$ cat src/rtl/seven_seg_scanner.sv
// Captures packed BCD from the binary-to-BCD converter and time-multiplexes it onto a
// 4-digit common-anode 7-segment display with blanking, leading-zero suppression and dp.
module seven_seg_scanner #(
   parameter int unsigned REFRESH_DIV    = 1000,
   parameter int unsigned BLANK_CYCLES   = 16,
   parameter bit          ACTIVE_LOW_SEG = 1'b1,
   parameter bit          ACTIVE_LOW_AN  = 1'b1
) (
   input  logic        clk,
   input  logic        rst,
   input  logic [15:0] bcd_in,
   input  logic        bcd_ready,
   input  logic        enable,
   input  logic        blank_lz,
   input  logic [3:0]  dp_mask,
   output logic [6:0]  seg,
   output logic        dp,
   output logic [3:0]  an,
   output logic [1:0]  digit_idx,
   output logic        bcd_err
);

   localparam int unsigned CW = (REFRESH_DIV > 1) ? $clog2(REFRESH_DIV) : 1;
   localparam logic [CW-1:0] CNT_LAST     = CW'(REFRESH_DIV - 1);
   localparam logic [CW-1:0] CNT_SHOW_END = CW'(REFRESH_DIV - BLANK_CYCLES - 1);
   localparam bit            HAS_BLANK    = (BLANK_CYCLES != 0);

   typedef enum logic [1:0] {IDLE = 2'd0, SHOW = 2'd1, BLANK = 2'd2} state_t;

   function automatic logic [6:0] seg_decode(input logic [3:0] nib);
      logic [6:0] pat;
      case (nib)
         4'd0:    pat = 7'h3F;
         4'd1:    pat = 7'h06;
         4'd2:    pat = 7'h5B;
         4'd3:    pat = 7'h4F;
         4'd4:    pat = 7'h66;
         4'd5:    pat = 7'h6D;
         4'd6:    pat = 7'h7D;
         4'd7:    pat = 7'h07;
         4'd8:    pat = 7'h7F;
         4'd9:    pat = 7'h6F;
         default: pat = 7'h40;
      endcase
      return pat;
   endfunction

   function automatic logic bad_bcd(input logic [15:0] v);
      logic bad;
      bad = 1'b0;
      for (int k = 0; k < 4; k++) begin
         if (v[k*4 +: 4] > 4'd9) bad = 1'b1;
         else                    bad = bad;
      end
      return bad;
   endfunction

   state_t        state_r, state_s;
   logic [CW-1:0] cnt_r, cnt_s;
   logic [1:0]    dig_r, dig_s;
   logic          wrap_s, xfer_ok_s, cap_s, rdy_d_r;
   logic [15:0]   shadow_r, shadow_s, disp_r, disp_s;
   logic          pending_r, pending_s, err_r;
   logic [3:0]    nib_s, an_s, an_r;
   logic [6:0]    seg_s, seg_r;
   logic          dp_s, dp_r, lz_blank_s;

   assign cap_s     = bcd_ready & ~rdy_d_r;
   assign xfer_ok_s = (state_r == IDLE) | wrap_s;

   // Slot sequencing: next state, slot counter and digit index.
   always_comb begin
      state_s = state_r;
      cnt_s   = cnt_r;
      dig_s   = dig_r;
      wrap_s  = 1'b0;
      if (!enable) begin
         state_s = IDLE;
         cnt_s   = '0;
         dig_s   = 2'd0;
      end else begin
         case (state_r)
            IDLE: begin
               state_s = SHOW;
               cnt_s   = '0;
               dig_s   = 2'd0;
            end
            SHOW: begin
               if (!HAS_BLANK && cnt_r == CNT_LAST) begin
                  cnt_s  = '0;
                  dig_s  = dig_r + 2'd1;
                  wrap_s = (dig_r == 2'd3);
               end else if (HAS_BLANK && cnt_r == CNT_SHOW_END) begin
                  state_s = BLANK;
                  cnt_s   = cnt_r + 1'b1;
               end else begin
                  cnt_s = cnt_r + 1'b1;
               end
            end
            BLANK: begin
               if (cnt_r == CNT_LAST) begin
                  state_s = SHOW;
                  cnt_s   = '0;
                  dig_s   = dig_r + 2'd1;
                  wrap_s  = (dig_r == 2'd3);
               end else begin
                  cnt_s = cnt_r + 1'b1;
               end
            end
            default: begin
               state_s = IDLE;
               cnt_s   = '0;
               dig_s   = 2'd0;
            end
         endcase
      end
   end

   // Capture and tear-free transfer: disp only changes while idle or on the frame wrap.
   always_comb begin
      shadow_s  = shadow_r;
      disp_s    = disp_r;
      pending_s = pending_r;
      if (cap_s) begin
         shadow_s = bcd_in;
         if (xfer_ok_s) begin
            disp_s    = bcd_in;
            pending_s = 1'b0;
         end else begin
            pending_s = 1'b1;
         end
      end else if (pending_r && xfer_ok_s) begin
         disp_s    = shadow_r;
         pending_s = 1'b0;
      end else begin
         pending_s = pending_r;
      end
   end

   // Output pattern for the upcoming cycle, taken from next state and next display value.
   always_comb begin
      nib_s = disp_s[{dig_s, 2'b00} +: 4];
      case (dig_s)
         2'd1:    lz_blank_s = blank_lz && (disp_s[15:4] == 12'h000);
         2'd2:    lz_blank_s = blank_lz && (disp_s[15:8] == 8'h00);
         2'd3:    lz_blank_s = blank_lz && (disp_s[15:12] == 4'h0);
         default: lz_blank_s = 1'b0;
      endcase
      if (state_s == SHOW) begin
         an_s  = 4'b0001 << dig_s;
         seg_s = lz_blank_s ? 7'h00 : seg_decode(nib_s);
         dp_s  = dp_mask[dig_s];
      end else begin
         an_s  = 4'b0000;
         seg_s = 7'h00;
         dp_s  = 1'b0;
      end
   end

   // Control state registers.
   always_ff @(posedge clk or posedge rst) begin
      if (rst) begin
         state_r <= IDLE;
         cnt_r   <= '0;
         dig_r   <= 2'd0;
         rdy_d_r <= 1'b0;
      end else begin
         state_r <= state_s;
         cnt_r   <= cnt_s;
         dig_r   <= dig_s;
         rdy_d_r <= bcd_ready;
      end
   end

   // Data registers; error flag is sticky until reset.
   always_ff @(posedge clk or posedge rst) begin
      if (rst) begin
         shadow_r  <= 16'h0000;
         disp_r    <= 16'h0000;
         pending_r <= 1'b0;
         err_r     <= 1'b0;
      end else begin
         shadow_r  <= shadow_s;
         disp_r    <= disp_s;
         pending_r <= pending_s;
         err_r     <= err_r | (cap_s & bad_bcd(bcd_in));
      end
   end

   // Registered, polarity-adjusted display outputs.
   always_ff @(posedge clk or posedge rst) begin
      if (rst) begin
         an_r  <= {4{ACTIVE_LOW_AN}};
         seg_r <= {7{ACTIVE_LOW_SEG}};
         dp_r  <= ACTIVE_LOW_SEG;
      end else begin
         an_r  <= an_s ^ {4{ACTIVE_LOW_AN}};
         seg_r <= seg_s ^ {7{ACTIVE_LOW_SEG}};
         dp_r  <= dp_s ^ ACTIVE_LOW_SEG;
      end
   end

   assign an        = an_r;
   assign seg       = seg_r;
   assign dp        = dp_r;
   assign digit_idx = dig_r;
   assign bcd_err   = err_r;

endmodule

$ cat config.mk
export PLATFORM = sky130hd
export DESIGN_NAME = seven_seg_scanner
export DESIGN_NICKNAME = d
export VERILOG_FILES = /design/src/rtl/seven_seg_scanner.sv
export SDC_FILE = /design/constraint.sdc
export NUM_CORES = 1
export LEC_CHECK = 0
export ABC_AREA = 1
export CORE_ASPECT_RATIO = 1.75
export CORE_UTILIZATION = 23
export CTS_CLUSTER_SIZE = 10
export DETAILED_ROUTE_END_ITERATION = 6
export PLACE_DENSITY = 0.39
export SYNTH_ARGS = -nofsm -noshare
export SYNTH_HDL_FRONTEND = slang
export SYNTH_SLANG_ARGS = --single-unit
$ cat constraint.sdc
create_clock -name clk -period 6.84 [get_ports clk]
set_input_delay 1.368 -clock clk [delete_from_list [all_inputs] [get_ports clk]]
set_output_delay 1.368 -clock clk [all_outputs]
set_load 0.1 [all_outputs]
---- Yosys cells after proc, flatten, opt, wreduce, memory -nomap -nowiden ----
Memories as Yosys holds them, arrays and structs flattened.
Cells that the tools add are included.
word-level totals
  register bits ........................... 61
  bits in read-only memories .............. 112
  input bits .............................. 25
  memories kept ........................... 1
memory list
  memory            depth  width  rd ports  clocked after memory_dff  write ports  RTL line  RTL
  (name not given)  16     7      1         0                         0            32        case (nib)
cells by class
  $add $sub $neg .......................... 2
  order comparisons ....................... 5
  eq/ne operators ......................... 9
  shifts and indexed selects .............. 2
  multiplexer cells ....................... 30
  bitwise logic cells ..................... 8
  reduce and logical (&&, ||, !) cells .... 9
operators with widths
  operator                                             count
  2-to-1 mux 16 bit                                    3
  == test 10 bit (second input constant)               2
  2-to-1 mux 10 bit                                    2
  one-hot mux 10 bit (2 select lines)                  1
  > comparator 4 bit (second input constant)           4
  indexed part select 16 x 5 -> 4 bit                  1
  2-to-1 mux 7 bit                                     2
  zero test 12 bit                                     1
  2-to-1 mux 1 bit                                     12
  adder 10 x 1 -> 10 bit (second input constant)       1
  2-to-1 mux 2 bit                                     5
  == test 2 bit (second input constant)                4
  zero test 8 bit                                      1
  NOT 7 bit                                            1
  == test 2 x 1 -> 1 bit (second input constant)       3
  one-hot mux 2 bit (3 select lines)                   1
  logical AND 1 bit                                    4
  zero test 4 bit                                      1
  2-to-1 mux 4 bit                                     1
  NOT 4 bit                                            1
  one-hot mux 2 bit (2 select lines)                   1
  left shift 1 x 2 -> 4 bit (first input constant)     1
  < comparator 2 x 3 -> 1 bit (second input constant)  1
  one-hot mux 1 bit (3 select lines)                   1
  other kinds (7)                                      10

---- Longest topological paths before layout ----
  word-level depth ........................ 14
  gate-level depth with buffers ........... 20
  depth with buffers taken out ............ 20

---- Least setup slack after synthesis ----
Ideal clock, no wire load.
  path type ............................... input port to flip-flop
  start point ............................. in bcd_ready
  end point ............................... reg seg_r[6], in the netlist seg[6]
  library setup time ...................... 89 ps
  arrival ................................. 3166 ps
  path slack .............................. 3585 ps
  cell stages on the path ................. 16
  path through ............................ inv_1 -> nor2_1 -> inv_1 -> clkbuf_1 -> clkbuf_1 -> o21ai_0 -> o22ai_1 -> nand2_1 -> o21ai_0 -> nor2_1 -> inv_1 -> ha_1 -> nor2_1 -> nor2_2 -> nand2_1 -> nand2_1
RTL lines
  item                                 RTL line  RTL
  start, declared                      12        input logic bcd_ready,
  AND 1 bit                            68        assign cap_s = bcd_ready & ~rdy_d_r;
  2-to-1 mux 16 bit                    124       if (cap_s) begin
  via disp_s[0]                        62        logic [15:0] shadow_r, shadow_s, disp_r, disp_s;
  indexed part select 16 x 5 -> 4 bit  142       nib_s = disp_s[{dig_s, 2'b00} +: 4];
  memory read (16 x 7 bit)             n/a
  2-to-1 mux 7 bit                     151       seg_s = lz_blank_s ? 7'h00 : seg_decode(nib_s);
  2-to-1 mux 7 bit                     149       if (state_s == SHOW) begin
  NOT 7 bit (no source line)           n/a
  end signal, assigned                 194       seg_r <= {7{ACTIVE_LOW_SEG}};
  end signal, assigned                 198       seg_r <= seg_s ^ {7{ACTIVE_LOW_SEG}};
  end, declared                        65        logic [6:0] seg_s, seg_r;
The timed path passes the listed nets, and every way through them passes these cells.
A chain may end at the register's enable or synchronous reset.

---- Worst setup path in the final report ----
  start point ............................. in bcd_ready
  end point ............................... reg seg_r[6], in the netlist seg[6]
between the ends
  longest elaborated chain between the ends .. 8
ends and longest elaborated chain
  item                                                              RTL line
  AND 1 bit *                                                       68
  2-to-1 mux 16 bit *                                               124
  via disp_s[8]                                                     62
  branches (longest 3 deep; another with memory read (16 x 7 bit))  n/a
  2-to-1 mux 7 bit *                                                151
  2-to-1 mux 7 bit *                                                149
  NOT 7 bit (no source line) *                                      n/a
Mark *: on every way through the listed nets, which the timed path passes.

==> insert_results.sql <==
INSERT INTO impl_metrics (metric_group, metric, value, unit) VALUES
('global_routing', 'grt_antenna_before_repair', '0', ''),
('clock_tree', 'numCtsBuffers', '9', ''),
('floorplanning', 'start_util', '0.237', ''),
('logic_synthesis', 'post_synthesis_net_count', '491', ''),
('worst_setup_path', 'worstPathRequired', '7.08', 'ns'),
('pwr', 'max-vdd-ir-drop', '0.100', 'mV'),
('sta', 'achievable-frequency', '253', 'MHz'),
('final_layout', 'area.growth.synth_to_final', '23.7', '%'),
('global_routing', 'groute.usage.overall', '0.129', ''),
('clock_tree', 'cts_max_level', '3', ''),
('routing', 'antenna_violating_nets_left', '0', ''),
('pwr', 'power.total', '1140', 'uW'),
('clock_tree', 'clock_sink_count', '61', ''),
('floorplanning', 'fp.dieArea', '16000', 'um^2'),
('sta', 'clock_skew', '0.00777', 'ns'),
('logic_synthesis', 'postSynthCellCount', '455', ''),
('logic_synthesis', 'yosys-top-cells-area', 'sky130_fd_sc_hd__dfrtp_1 (35%), sky130_fd_sc_hd__nand2_1 (15%), sky130_fd_sc_hd__dfstp_2 (8.9%), sky130_fd_sc_hd__nand3_1 (7.0%), sky130_fd_sc_hd__inv_1 (5.8%)', ''),
('floorplanning', 'io_pins', '40', ''),
('sta', 'layout_min_cycle_time', '3.96', 'ns'),
('worst_setup_path', 'reg2reg_slack', '3.88', 'ns'),
('logic_synthesis', 'ys_seq_area_frac', '0.434', ''),
('worst_setup_path', 'r2r_start', 'state_r[0]$_DFF_PP0_', ''),
('sta', 'slew_viol_final', '0', ''),
('routing', 'detail_route.first_pass.iterations', '4', ''),
('sta', 'timing.final.hold_violations', '0', ''),
('logic_synthesis', 'post-synth-top-area-cell', 'sky130_fd_sc_hd__dfrtp_1', ''),
('pwr', 'power_density', '261', 'nW/um^2'),
('clock_tree', 'clk_latency', '0.33', 'ns'),
('global_routing', 'first_global_vias', '3051', ''),
('placement', 'gp_congestion', '0.773', ''),
('final_layout', 'layout_commonest_cell', 'sky130_fd_sc_hd__nand2_1', ''),
('min_path', 'worstHoldEndpoint', 'shadow_r[0]$_DFFE_PP0P_', ''),
('floorplanning', 'die_x', '95.9', 'um'),
('sta', 'setup_total_negative_slack', '0', 'ns'),
('outcome', 'outcome', 'completed', ''),
('floorplanning', 'floorplan.core_area', '15000', 'um^2'),
('worst_setup_path', 'cp_data_arrival_time', '4.20', 'ns'),
('sta', 'grt_setup_unrepaired', 'no', ''),
('clock_tree', 'cts_post_setup_buffers_inserted', '0', ''),
('sta', 'period_share', '0.579', ''),
('final_layout', 'insertedDiodeCount', '0', ''),
('worst_setup_path', 'worst_setup_path_start_kind', 'primary input', ''),
('placement', 'number_of_cells_in_the_design_after_placement', '665', ''),
('routing', 'via_count', '2952', ''),
('pwr', 'power.share.clock', '0.392', ''),
('final_layout', 'drive_gt1_frac', '0.151', ''),
('clock_tree', 'ctsRootBufferMaster', 'sky130_fd_sc_hd__clkbuf_16', ''),
('pwr', 'combPwrFrac', '0.237', ''),
('placement', 'io_buffer_count', '39', ''),
('clock_tree', 'ctsLongestPathBuffers', '2', ''),
('min_path', 'holdCritStartpoint', 'shadow_r[0]$_DFFE_PP0P_', ''),
('final_layout', 'layout.cells.most_common_list', 'sky130_fd_sc_hd__nand2_1 (139), sky130_fd_sc_hd__inv_1 (54), sky130_fd_sc_hd__nand3_1 (50), sky130_fd_sc_hd__dfrtp_1 (49), sky130_fd_sc_hd__clkdlybuf4s50_1 (39)', ''),
('sta', 'finalSetupViolCount', '0', ''),
('pwr', 'swShare', '0.334', ''),
('pwr', 'power_leakage', '0.00210', 'uW'),
('routing', 'avgViaCountPerCell', '4.33', ''),
('min_path', 'hold_path_class', 'reg2reg', ''),
('clock_tree', 'hold_buffers', '0', ''),
('global_routing', 'grt_start_max_net_pins', '62', ''),
('final_layout', 'final_net_count', '529', ''),
('worst_setup_path', 'crit_path_cell_trace', 'clkdlybuf4s50_1 -> inv_1 -> nor2_2 -> buf_4 -> inv_1 -> nand3_1 -> nand2_1 -> nand2_1 -> nand2_1 -> nor2_1 -> inv_1 -> ha_1 -> nor2_1 -> nor2_2 -> nand2_1 -> nand2_1', ''),
('final_layout', 'layout.cells.non_filler', '681', ''),
('routing', 'first_iter_violations', '77', ''),
('routing', 'totalWireLength', '9650', 'um'),
('pwr', 'power.internal', '763', 'uW'),
('logic_synthesis', 'netlist_area', '3550', 'um^2'),
('routing', 'avgRoutedWirePerCell', '14.2', 'um'),
('pwr', 'power_switching', '382', 'uW'),
('global_routing', 'global_route_wire_length_before_repair', '15400', 'um'),
('clock_tree', 'tritoncts_clock_tree', 'done', ''),
('job', 'maxCapViolations', '0', '');
-- final cells by class --
cell class	instances	area, um^2	area share
Multi-Input combinational cell	319	1690	0.385
Sequential cell	61	1540	0.351
Timing Repair Buffer	41	405	0.0923
Clock buffer	11	264	0.0601
Inverter	61	229	0.0521
Tap cell	183	229	0.0521
Clock inverter	5	32.5	0.00741
-- Yosys cell counts --
| cell | instances |
|---|---|
| sky130_fd_sc_hd__nor2_1 | 26 |
| sky130_fd_sc_hd__nand3b_1 | 3 |
| sky130_fd_sc_hd__xor2_1 | 3 |
| sky130_fd_sc_hd__nand2_4 | 3 |
| sky130_fd_sc_hd__ha_1 | 11 |
| sky130_fd_sc_hd__buf_8 | 1 |
| sky130_fd_sc_hd__dfrtp_1 | 49 |
| sky130_fd_sc_hd__nand3_1 | 50 |
| sky130_fd_sc_hd__nand2_1 | 139 |
| sky130_fd_sc_hd__clkbuf_1 | 6 |
| sky130_fd_sc_hd__nor2_2 | 3 |
| sky130_fd_sc_hd__nand3_2 | 5 |
| sky130_fd_sc_hd__buf_2 | 4 |
| sky130_fd_sc_hd__nand3_4 | 1 |
| sky130_fd_sc_hd__nand3b_4 | 1 |
| sky130_fd_sc_hd__o21ai_0 | 24 |
| sky130_fd_sc_hd__buf_6 | 3 |
| sky130_fd_sc_hd__o21bai_1 | 1 |
| sky130_fd_sc_hd__nor3_1 | 3 |
| sky130_fd_sc_hd__nor2_8 | 1 |
| sky130_fd_sc_hd__o22ai_1 | 1 |
| sky130_fd_sc_hd__and3_1 | 2 |
| sky130_fd_sc_hd__o211ai_1 | 3 |
| sky130_fd_sc_hd__a21oi_1 | 9 |
| sky130_fd_sc_hd__dfstp_2 | 12 |
| sky130_fd_sc_hd__nor3b_1 | 3 |
| sky130_fd_sc_hd__a21oi_4 | 1 |
| sky130_fd_sc_hd__nor2_4 | 6 |
| sky130_fd_sc_hd__nand2_8 | 1 |
| sky130_fd_sc_hd__inv_1 | 55 |
| sky130_fd_sc_hd__inv_2 | 6 |
| sky130_fd_sc_hd__o21a_1 | 1 |
| sky130_fd_sc_hd__o21ai_1 | 2 |
| sky130_fd_sc_hd__nand2_2 | 15 |
| sky130_fd_sc_hd__nand4_1 | 1 |
-- sequential cells by signal, summed over array words and instances (netlist names) --
name	flops
dp	1
disp_r	16
pending_r	1
bcd_err	1
shadow_r	16
an	4
rdy_d_r	1
cnt_r	10
state_r	2
seg	7
digit_idx	2
-- routing by layer --
layer	vias up	track usage	part of all wire
met4	0	0.0733	0.034
met1	1383	0.137	0.38
met5	-	0	0
met3	16	0.0192	0.025
li1	1504	-	-
met2	49	0.234	0.56
-- worst max-delay path, delay by kind of cell --
family,cells,cell delay [ns]
fa+ha+maj,1,0.21
buf+inv,5,1.54
simple gates,10,1.05
-- worst max-delay path by stage --
stage               from                to  slack [ns]  cells past startpoint
2_1_floorplan  bcd_ready  seg[6]$_DFF_PP1_        3.59                     16
3_3_place_gp   bcd_ready  seg[6]$_DFF_PP1_        2.53                     16
3_5_place_dp   bcd_ready  seg[6]$_DFF_PP1_        2.49                     16
4_1_cts        bcd_ready  seg[6]$_DFF_PP1_        2.86                     16
5_1_grt        bcd_ready  seg[0]$_DFF_PP1_        2.56                     16
6_report       bcd_ready  seg[6]$_DFF_PP1_        2.88                     16
-- power by group through the flow --
| stage | clock network [uW] | registers (uW) | logic (uW) |
|---|---|---|---|
| floorplan | 0 | 482 | 149 |
| finish | 449 | 424 | 272 |
| detailed placement | 0 | 431 | 275 |
| global route | 476 | 430 | 302 |
| global placement | 0 | 430 | 275 |
| CTS | 462 | 425 | 276 |
-- metrics by stage --
stage               hold WS [ns]  cell area, um^2  setup WS (ns)
floorplan                  0.433             3550           3.59
global placement           0.458             4100           2.53
detailed placement         0.455             4100           2.49
CTS                        0.469             4390           2.86
global route               0.493             4390           2.56
finish                     0.471             4390           2.88
-- kinds of logic after synthesis --
kind of cell	synth area share
buffers and inverters	0.0902
and+or+nand+nor	0.363
xor gates and xnor gates	0.00740
AOI/OAI and AO/OA	0.0662
adders and majority gates	0.0388
DFF	0.434
(Power assumes the default switching activity.)
